File: src/rtl/tomasulo_pkg.sv
// Shared Tomasulo definitions: datapath widths, opcodes and the reservation-station entry.
package tomasulo_pkg;

    localparam int unsigned DATA_W = 16;
    localparam int unsigned TAG_W  = 3;
    localparam int unsigned FUNC_W = 4;

    localparam logic [FUNC_W-1:0] ADD = 4'b0000;
    localparam logic [FUNC_W-1:0] SUB = 4'b0001;
    localparam logic [FUNC_W-1:0] MUL = 4'b0010;
    localparam logic [FUNC_W-1:0] DIV = 4'b0011;

    typedef struct packed {
        logic              valid;
        logic [FUNC_W-1:0] func;
        logic [TAG_W-1:0]  rob;
        logic              busy_a;
        logic [TAG_W-1:0]  tag_a;
        logic [DATA_W-1:0] val_a;
        logic              busy_b;
        logic [TAG_W-1:0]  tag_b;
        logic [DATA_W-1:0] val_b;
    } rs_entry_t;

endpackage

File: src/rtl/rs_select.sv
// Oldest-ready picker: returns the lowest set index of a ready vector.
module rs_select #(
    parameter int unsigned DEPTH = 3,
    parameter int unsigned IDX_W = (DEPTH > 1) ? $clog2(DEPTH) : 1
) (
    input  logic [DEPTH-1:0] ready,
    output logic             hit,
    output logic [IDX_W-1:0] idx
);

    always_comb begin
        hit = 1'b0;
        idx = '0;
        // Scan from youngest to oldest so the oldest ready entry wins.
        for (int i = DEPTH - 1; i >= 0; i--) begin
            if (ready[i]) begin
                hit = 1'b1;
                idx = IDX_W'(i);
            end
        end
    end

endmodule

File: src/rtl/rs_unit.sv
// Reservation station: age-ordered shifting queue with CDB snoop and oldest-ready dispatch.
module rs_unit #(
    parameter int unsigned DEPTH  = 3,
    parameter int unsigned DATA_W = tomasulo_pkg::DATA_W,
    parameter int unsigned TAG_W  = tomasulo_pkg::TAG_W,
    parameter int unsigned FUNC_W = tomasulo_pkg::FUNC_W,
    parameter int unsigned CNT_W  = $clog2(DEPTH + 1)
) (
    input  logic              clk1,
    input  logic              rst,
    input  logic              iss_valid,
    output logic              iss_ready,
    input  logic [FUNC_W-1:0] iss_func,
    input  logic [TAG_W-1:0]  iss_rob,
    input  logic              iss_rs1_busy,
    input  logic [TAG_W-1:0]  iss_rs1_tag,
    input  logic [DATA_W-1:0] iss_rs1_val,
    input  logic              iss_rs2_busy,
    input  logic [TAG_W-1:0]  iss_rs2_tag,
    input  logic [DATA_W-1:0] iss_rs2_val,
    input  logic              cdb_valid,
    input  logic [TAG_W-1:0]  cdb_tag,
    input  logic [DATA_W-1:0] cdb_data,
    input  logic              flush,
    output logic              disp_valid,
    input  logic              disp_ready,
    output logic [FUNC_W-1:0] disp_func,
    output logic [DATA_W-1:0] disp_a,
    output logic [DATA_W-1:0] disp_b,
    output logic [TAG_W-1:0]  disp_rob,
    output logic [CNT_W-1:0]  count
);

    import tomasulo_pkg::*;

    localparam int unsigned IDX_W = (DEPTH > 1) ? $clog2(DEPTH) : 1;

    rs_entry_t entries_q [DEPTH];
    rs_entry_t entries_d [DEPTH];
    rs_entry_t snoop     [DEPTH];
    rs_entry_t new_entry;
    rs_entry_t sel_entry;

    logic [CNT_W-1:0] count_q, count_d, tail;
    logic [DEPTH-1:0] ready;
    logic             sel_hit;
    logic [IDX_W-1:0] sel_idx;
    logic             do_iss, do_disp;

    always_comb begin
        for (int i = 0; i < DEPTH; i++) begin
            ready[i] = entries_q[i].valid && !entries_q[i].busy_a && !entries_q[i].busy_b;
        end
    end

    rs_select #(
        .DEPTH (DEPTH),
        .IDX_W (IDX_W)
    ) u_select (
        .ready (ready),
        .hit   (sel_hit),
        .idx   (sel_idx)
    );

    always_comb begin
        sel_entry = '0;
        for (int i = 0; i < DEPTH; i++) begin
            if (i == int'(sel_idx)) begin
                sel_entry = entries_q[i];
            end
        end
    end

    assign iss_ready  = (count_q != CNT_W'(DEPTH));
    assign disp_valid = sel_hit && !flush;
    assign disp_func  = disp_valid ? sel_entry.func  : '0;
    assign disp_a     = disp_valid ? sel_entry.val_a : '0;
    assign disp_b     = disp_valid ? sel_entry.val_b : '0;
    assign disp_rob   = disp_valid ? sel_entry.rob   : '0;
    assign count      = count_q;

    assign do_disp = disp_valid && disp_ready;
    assign do_iss  = iss_valid && iss_ready && !flush;
    assign tail    = count_q - CNT_W'(do_disp);

    // Operand capture at issue, with a same-cycle bypass from the CDB.
    always_comb begin
        new_entry       = '0;
        new_entry.valid = 1'b1;
        new_entry.func  = iss_func;
        new_entry.rob   = iss_rob;
        if (!iss_rs1_busy) begin
            new_entry.val_a = iss_rs1_val;
        end else if (cdb_valid && cdb_tag == iss_rs1_tag) begin
            new_entry.val_a = cdb_data;
        end else begin
            new_entry.busy_a = 1'b1;
            new_entry.tag_a  = iss_rs1_tag;
        end
        if (!iss_rs2_busy) begin
            new_entry.val_b = iss_rs2_val;
        end else if (cdb_valid && cdb_tag == iss_rs2_tag) begin
            new_entry.val_b = cdb_data;
        end else begin
            new_entry.busy_b = 1'b1;
            new_entry.tag_b  = iss_rs2_tag;
        end
    end

    always_comb begin
        for (int i = 0; i < DEPTH; i++) begin
            snoop[i] = entries_q[i];
            if (cdb_valid && entries_q[i].valid) begin
                if (entries_q[i].busy_a && entries_q[i].tag_a == cdb_tag) begin
                    snoop[i].busy_a = 1'b0;
                    snoop[i].val_a  = cdb_data;
                end
                if (entries_q[i].busy_b && entries_q[i].tag_b == cdb_tag) begin
                    snoop[i].busy_b = 1'b0;
                    snoop[i].val_b  = cdb_data;
                end
            end
        end

        for (int i = 0; i < DEPTH; i++) begin
            entries_d[i] = snoop[i];
        end

        // Remove the dispatched entry and close the gap behind it.
        if (do_disp) begin
            for (int i = 0; i < DEPTH - 1; i++) begin
                if (i >= int'(sel_idx)) begin
                    entries_d[i] = snoop[i + 1];
                end
            end
            entries_d[DEPTH-1] = '0;
        end

        if (do_iss) begin
            for (int i = 0; i < DEPTH; i++) begin
                if (i == int'(tail)) begin
                    entries_d[i] = new_entry;
                end
            end
        end

        count_d = count_q + CNT_W'(do_iss) - CNT_W'(do_disp);

        if (flush) begin
            for (int i = 0; i < DEPTH; i++) begin
                entries_d[i] = '0;
            end
            count_d = '0;
        end
    end

    always_ff @(posedge clk1 or posedge rst) begin
        if (rst) begin
            for (int i = 0; i < DEPTH; i++) begin
                entries_q[i] <= '0;
            end
            count_q <= '0;
        end else begin
            for (int i = 0; i < DEPTH; i++) begin
                entries_q[i] <= entries_d[i];
            end
            count_q <= count_d;
        end
    end

endmodule

File: config.mk
export PLATFORM = sky130hd
export DESIGN_NAME = rs_unit
export DESIGN_NICKNAME = d
export VERILOG_FILES = /design/src/rtl/tomasulo_pkg.sv /design/src/rtl/rs_select.sv /design/src/rtl/rs_unit.sv
export SDC_FILE = /design/constraint.sdc
export NUM_CORES = 1
export LEC_CHECK = 0
export CAP_MARGIN = 15
export CORE_MARGIN = 2
export CORE_UTILIZATION = 45
export CTS_CLUSTER_SIZE = 16
export DETAILED_ROUTE_END_ITERATION = 10
export GPL_ROUTABILITY_DRIVEN = 0
export PLACE_DENSITY = 0.63
export SLEW_MARGIN = 20
export SYNTH_ARGS = -nofsm -noshare
export SYNTH_HDL_FRONTEND = slang
export SYNTH_HIERARCHICAL = 1
export SYNTH_SLANG_ARGS = --single-unit
File: constraint.sdc
create_clock -name clk1 -period 7.95 [get_ports clk1]
set_input_delay 1.59 -clock clk1 [delete_from_list [all_inputs] [get_ports clk1]]
set_output_delay 1.59 -clock clk1 [all_outputs]
set_load 0.005 [all_outputs]
After elaboration in Yosys (flattened, before gate mapping)
Cells that the tools add are included.
{"block": "word_totals", "register_bits": 146}
{"block": "op_classes", "reduce_logical": 30, "n_mux": 51, "n_eq_ne": 13, "n_lt_le_gt_ge": 2, "add_sub_neg": 3}
{"cell": "2-to-1 mux 144 bit", "n": 3}
{"cell": "2-to-1 mux 16 bit", "n": 15}
{"cell": "2-to-1 mux 48 bit", "n": 5}
{"cell": "2-to-1 mux 47 bit", "n": 3}
{"cell": "2-to-1 mux 17 bit", "n": 3}
{"cell": "equality test 3 bit", "n": 8}
{"cell": "logical AND 1 bit", "n": 21}
{"cell": "2-to-1 mux 4 bit", "n": 5}
{"cell": "2-to-1 mux 1 bit", "n": 12}
{"cell": "equality test 2 bit (first input constant)", "n": 4}
{"cell": "2-to-1 mux 2 bit", "n": 4}
{"cell": "logical NOT 1 bit", "n": 7}
{"cell": ">= comparator 1 x 2 -> 1 bit (first input constant)", "n": 2}
{"cell": "logical NOT 2 bit", "n": 2}
{"cell": "subtractor 2 x 1 -> 2 bit", "n": 2}
{"cell": "2-to-1 mux 3 bit", "n": 1}
{"cell": "adder 2 x 1 -> 2 bit", "n": 1}
{"cell": "inequality test 2 bit (second input constant)", "n": 1}

Longest topological paths before layout
{"block": "depth", "word_depth": 13, "ltp_mapped": 14, "depth_no_buf": 12}

Modules after synthesis
Netlist, hierarchy kept.
{"mod": "rs_unit", "cells_per_inst": 1205, "seq_area_each_um2": 3653.5, "instances": 1, "area_per_inst_um2": 10292.4}
{"mod": "rs_select", "cells_per_inst": 3, "seq_area_each_um2": 0.0, "instances": 1, "area_per_inst_um2": 20.0}

Worst setup path before layout
No wires, ideal clock.
{"block": "synth_timing", "path_kind": "input port to output port", "startpoint": "in flush", "endpoint": "out disp_b[10]", "arrival_ns": 2.382, "slack_ns": 3.978, "cell_stages": 4, "path_cell_list": "nand2b_1 clkbuf_1 clkbuf_1 nor2_1"}
{"block": "synth_between", "elab_chain_cells": 3}
{"element": "start, declared", "line_no": "rs_unit.sv:24", "rtl": "input logic flush,"}
{"element": "logical NOT 1 bit", "line_no": "rs_unit.sv:75", "rtl": "assign disp_valid = sel_hit && !flush;"}
{"element": "logical AND 1 bit", "line_no": "rs_unit.sv:75"}
{"element": "2-to-1 mux 16 bit", "line_no": "rs_unit.sv:78", "rtl": "assign disp_b = disp_valid ? sel_entry.val_b : '0;"}
{"element": "end, declared", "line_no": "rs_unit.sv:29", "rtl": "output logic [DATA_W-1:0] disp_b,"}
No other way between the ends.

Worst setup path after layout
{"block": "layout_timing", "startpoint": "reg entries_q[95] (netlist bit)", "endpoint": "out disp_a[1]"}
{"block": "layout_between", "elab_chain_cells": 9, "word_cells_on_any_way": 14, "classes_between": "eq/ne (2); mux (8); reduce/logical (4)"}
{"element": "start, declared", "line_no": "rs_unit.sv:38", "rtl": "rs_entry_t entries_q [DEPTH];"}
{"element": "start signal, assigned by index", "line_no": "rs_unit.sv:165", "rtl": "entries_q[i] <= entries_d[i];"}
{"element": "logical AND 1 bit (*) (2 in series)", "line_no": "rs_unit.sv:52", "rtl": "ready[i] = entries_q[i].valid && !entries_q[i].busy_a && !entries_q[i].busy_b;"}
{"element": "named net ready[1]", "line_no": "rs_unit.sv:45", "rtl": "logic [DEPTH-1:0] ready;"}
{"element": "2-to-1 mux 2 bit (*) (2 in series)", "line_no": "rs_select.sv:16", "rtl": "if (ready[i]) begin"}
{"element": "named net sel_idx[0]", "line_no": "rs_unit.sv:47", "rtl": "logic [IDX_W-1:0] sel_idx;"}
{"element": "logical NOT 2 bit", "line_no": "rs_unit.sv:68", "rtl": "if (i == int'(sel_idx)) begin"}
{"element": "2-to-1 mux 47 bit (2 in series)", "line_no": "rs_unit.sv:68"}
{"element": "2-to-1 mux 47 bit (*)", "line_no": "rs_unit.sv:68"}
{"element": "2-to-1 mux 16 bit (*)", "line_no": "rs_unit.sv:77", "rtl": "assign disp_a = disp_valid ? sel_entry.val_a : '0;"}
{"element": "end, declared", "line_no": "rs_unit.sv:28", "rtl": "output logic [DATA_W-1:0] disp_a,"}
The timed path passes the listed nets; every way through them passes the cells marked *.

==> reports/results.txt <==
H-Tree Depth: 4
Ys flop type: dfrtp_1
HPWL after detailed placement: 19600 µm
Post-cts sizing count: 0
Drt pass-1 iters: 5
Final Cell Area: 11800 µm²
WP data required: 6.36 ns
First-pass GRT wire length: 53900 µm
Critical path capture point type: output port
Synth Area in Adders: 0.00364
Post-Synthesis Cells: 1208
Yosys warns: 6
Fin nets: 1297
Post-synth ARST share: 1.00
Hold-fix buffers, CTS: 0
Final min period: 5.08 ns
Arrival @ worst endpoint: 3.49 ns
Die X: 155 µm
Clock network power share: 0.395
Power per cell area: 172 nW/µm²
Root buffer cell: clkbuf_16
GRT Resource Usage Total: 0.282
Post-synth EDFFs: 0
Net Sw Frac: 0.305
Post-Syn Area: 10300 µm²
DIE AREA: 24100 µm²
CORE AREA: 22600 µm²
Clock buffer depth: 2
Total grt overflow: 0
Post-synthesis compound-gate area fraction: 0.250
Net count after synthesis: 1283
Worst-path clk slew: 0.06 ns
Clock Sinks: 146
Final setup fails: 0
Post CTS Setup Buffer Count: 0
Fmax: 197 MHz
Final hold viol count: 0
Psw: 621 µW
Mux contribution to synthesized area: 0.115
IO Count: 115
Setup CP Type: reg2out
Leakage power total: 0.00462 µW
Setup TNS: 0 ns
Worst-path maximum fanout: 57
Placed inst area: 11200 µm²
Internal: 1420 µW
Largest net degree at the start of global routing: 87
XOR/XNOR Fraction of Synth Area: 0.0228
Post-route ant nets: 0
Setup crit start kind: flip-flop
Simple-gate portion of the synthesized area: 0.178
Via count: 9809
Rows: 55
Antenna diode count: 0
Synthesized area per cell: 8.54 µm²
Vias in the first global route: 9706
Drt total wl: 33800 µm
Number of max-cap violations: 0
Layout cells sized above 1: 0.0623
Final Skew: 0.00984 ns
Via density per instance: 6.45
Tcrit/Tclk final: 0.639
Status: completed
Area Growth Syn to Fin: 14.8%
Final-report max-slew violation count: 0
Initial antenna violation count: 0
CTS tree: done
Yosys reg bits: 146
Hold Path Class: reg2reg
Fillers: 2147
RSZ-0062 raised after global routing: false
# DRC: 0
Reg power frac: 0.404
Sequential share of the synthesized area: 0.354
Worst skew pair latency: 0.43 ns
Worst-Margin Slew: 1.06 ns
Wire length per cell: 22.2 µm
Max VDD drop: 136 µV
Relative slew margins: 0.295
CTS buffer count: 17
Port bufs: 114
Combinational share of power: 0.200
Height of the die: 155 µm
Main combinational cell family by area after synthesis: compound AO/OA/AOI/OAI gates
Synth cell types: 56
Starting density of the core: 0.457
Initial DRC Count: 890
==> metrics by stage <==
step                total power, µW  setup WS [ns]  cells  utilization  hold slack, ns
floorplan                      1100           2.44   1208            -           0.513
global placement               1230           3.01   1487        0.497           0.539
detailed placement             1240           2.85   1487        0.497           0.548
CTS                            2040           2.89   1519        0.523           0.560
global route                   2120           2.61   1520        0.524           0.576
finish                         2040           2.87   1520        0.524           0.559
==> cells in the final DEF (no fill, tap or decap), types with 32 or more instances in the layout <==
master | Yosys | final
nor2b_1 | 34 | 32
a221o_1 | 32 | 32
a21oi_1 | 71 | 70
a31oi_1 | 34 | 34
nor2_1 | 149 | 147
o22a_1 | 33 | 33
nand2_1 | 104 | 104
nor3_1 | 48 | 48
mux2i_1 | 117 | 117
o21ai_0 | 90 | 90
dfrtp_1 | 146 | 146
clkdlybuf4s50_1 | 0 | 112
==> final cells by class <==
| class | instances | area (µm²) | area share |
|---|---|---|---|
| multi-input cells | 917 | 5920 | 0.500 |
| flip-flops and latches | 146 | 3650 | 0.309 |
| repair buffers | 134 | 1300 | 0.110 |
| clock buffers | 19 | 443 | 0.0374 |
| well taps | 285 | 357 | 0.0301 |
| clock inverters | 13 | 135 | 0.0114 |
| inverters | 6 | 27.5 | 0.00233 |
==> Yosys cell counts, drive strengths merged (4+ instances only) <==
master    n  share of area
dfrtp   146           0.35
a221o    32          0.031
o311ai   32          0.027
nand3     4         0.0019
o21ai    97          0.047
a211oi   17          0.012
buf      53          0.035
inv       6         0.0022
and3     19          0.012
xnor2    13          0.011
o22a     33          0.028
nor3b     4         0.0029
a22oi     8         0.0058
o22ai    16         0.0097
and4      4         0.0034
mux2i   117           0.11
xor2     13          0.012
a32oi     7         0.0059
and2b     4         0.0034
nand2   104          0.038
a21oi    71          0.034
a31oi    34          0.021
nor4      4         0.0074
a311oi   13          0.011
clkbuf   86          0.040
o32ai    16          0.014
nor2b    35          0.021
nor3     48          0.023
nor2    149          0.054
==> flip-flops by register name, indices dropped and copies added, names as in the netlist <==
name	count
entries_q	144
count	2
==> kinds of logic (layout without fill, tap and decap cells) <==
family / after synthesis / after routing
multiplexers: 118 / 118
AND/OR/NAND/NOR: 390 / 390
adder cells (fa/ha/maj): 3 / 3
XOR/XNOR: 26 / 26
flip-flops: 146 / 146
AO/OA/AOI/OAI: 380 / 380
buffers and inverters: 145 / 172
==> worst max-delay path, stage by stage (launching register included) <==
cell and delay, ns:
dfrtp_1 0.43, nor3b_1 0.39, nor2b_4 0.25, buf_4 0.75
mux2i_1 0.27, nor2_1 0.05, a21oi_1 0.29, nor2_1 0.08
clkdlybuf4s50_1 0.48
==> worst paths after layout <==
kind / cells past startpoint / end / startpoint / slack [ns]
setup / recovery: 8 / disp_a[1] / entries_q[95] / 2.87
hold / removal: 2 / entries_q[139] / entries_q[139] / 0.56
setup reg to reg: 8 / entries_q[106] / entries_q[135] / 3.70
hold reg to reg: 2 / entries_q[139] / entries_q[139] / 0.56
max in group asynchronous: 3 / entries_q[97] / rst / 4.80
min in group asynchronous: 2 / count[0] / rst / 1.69
==> power groups by stage <==
| stage | clock, µW | combinational (µW) | sequential (µW) |
|---|---|---|---|
| after global routing | 850 | 445 | 830 |
| after global placement | 0 | 398 | 835 |
| after floorplan | 0 | 277 | 826 |
| after detailed placement | 0 | 402 | 836 |
| final | 805 | 408 | 824 |
| after CTS | 811 | 404 | 823 |
==> metal layers <==
metal	wire length, µm	global-route usage	up-vias
met2	16300	0.467	375
met1	14400	0.376	4879
met3	2240	0.0482	56
li1	-	-	4499
met5	0	0	-
met4	818	0.0952	0
No activity file was read; power rests on OpenSTA's default activity.
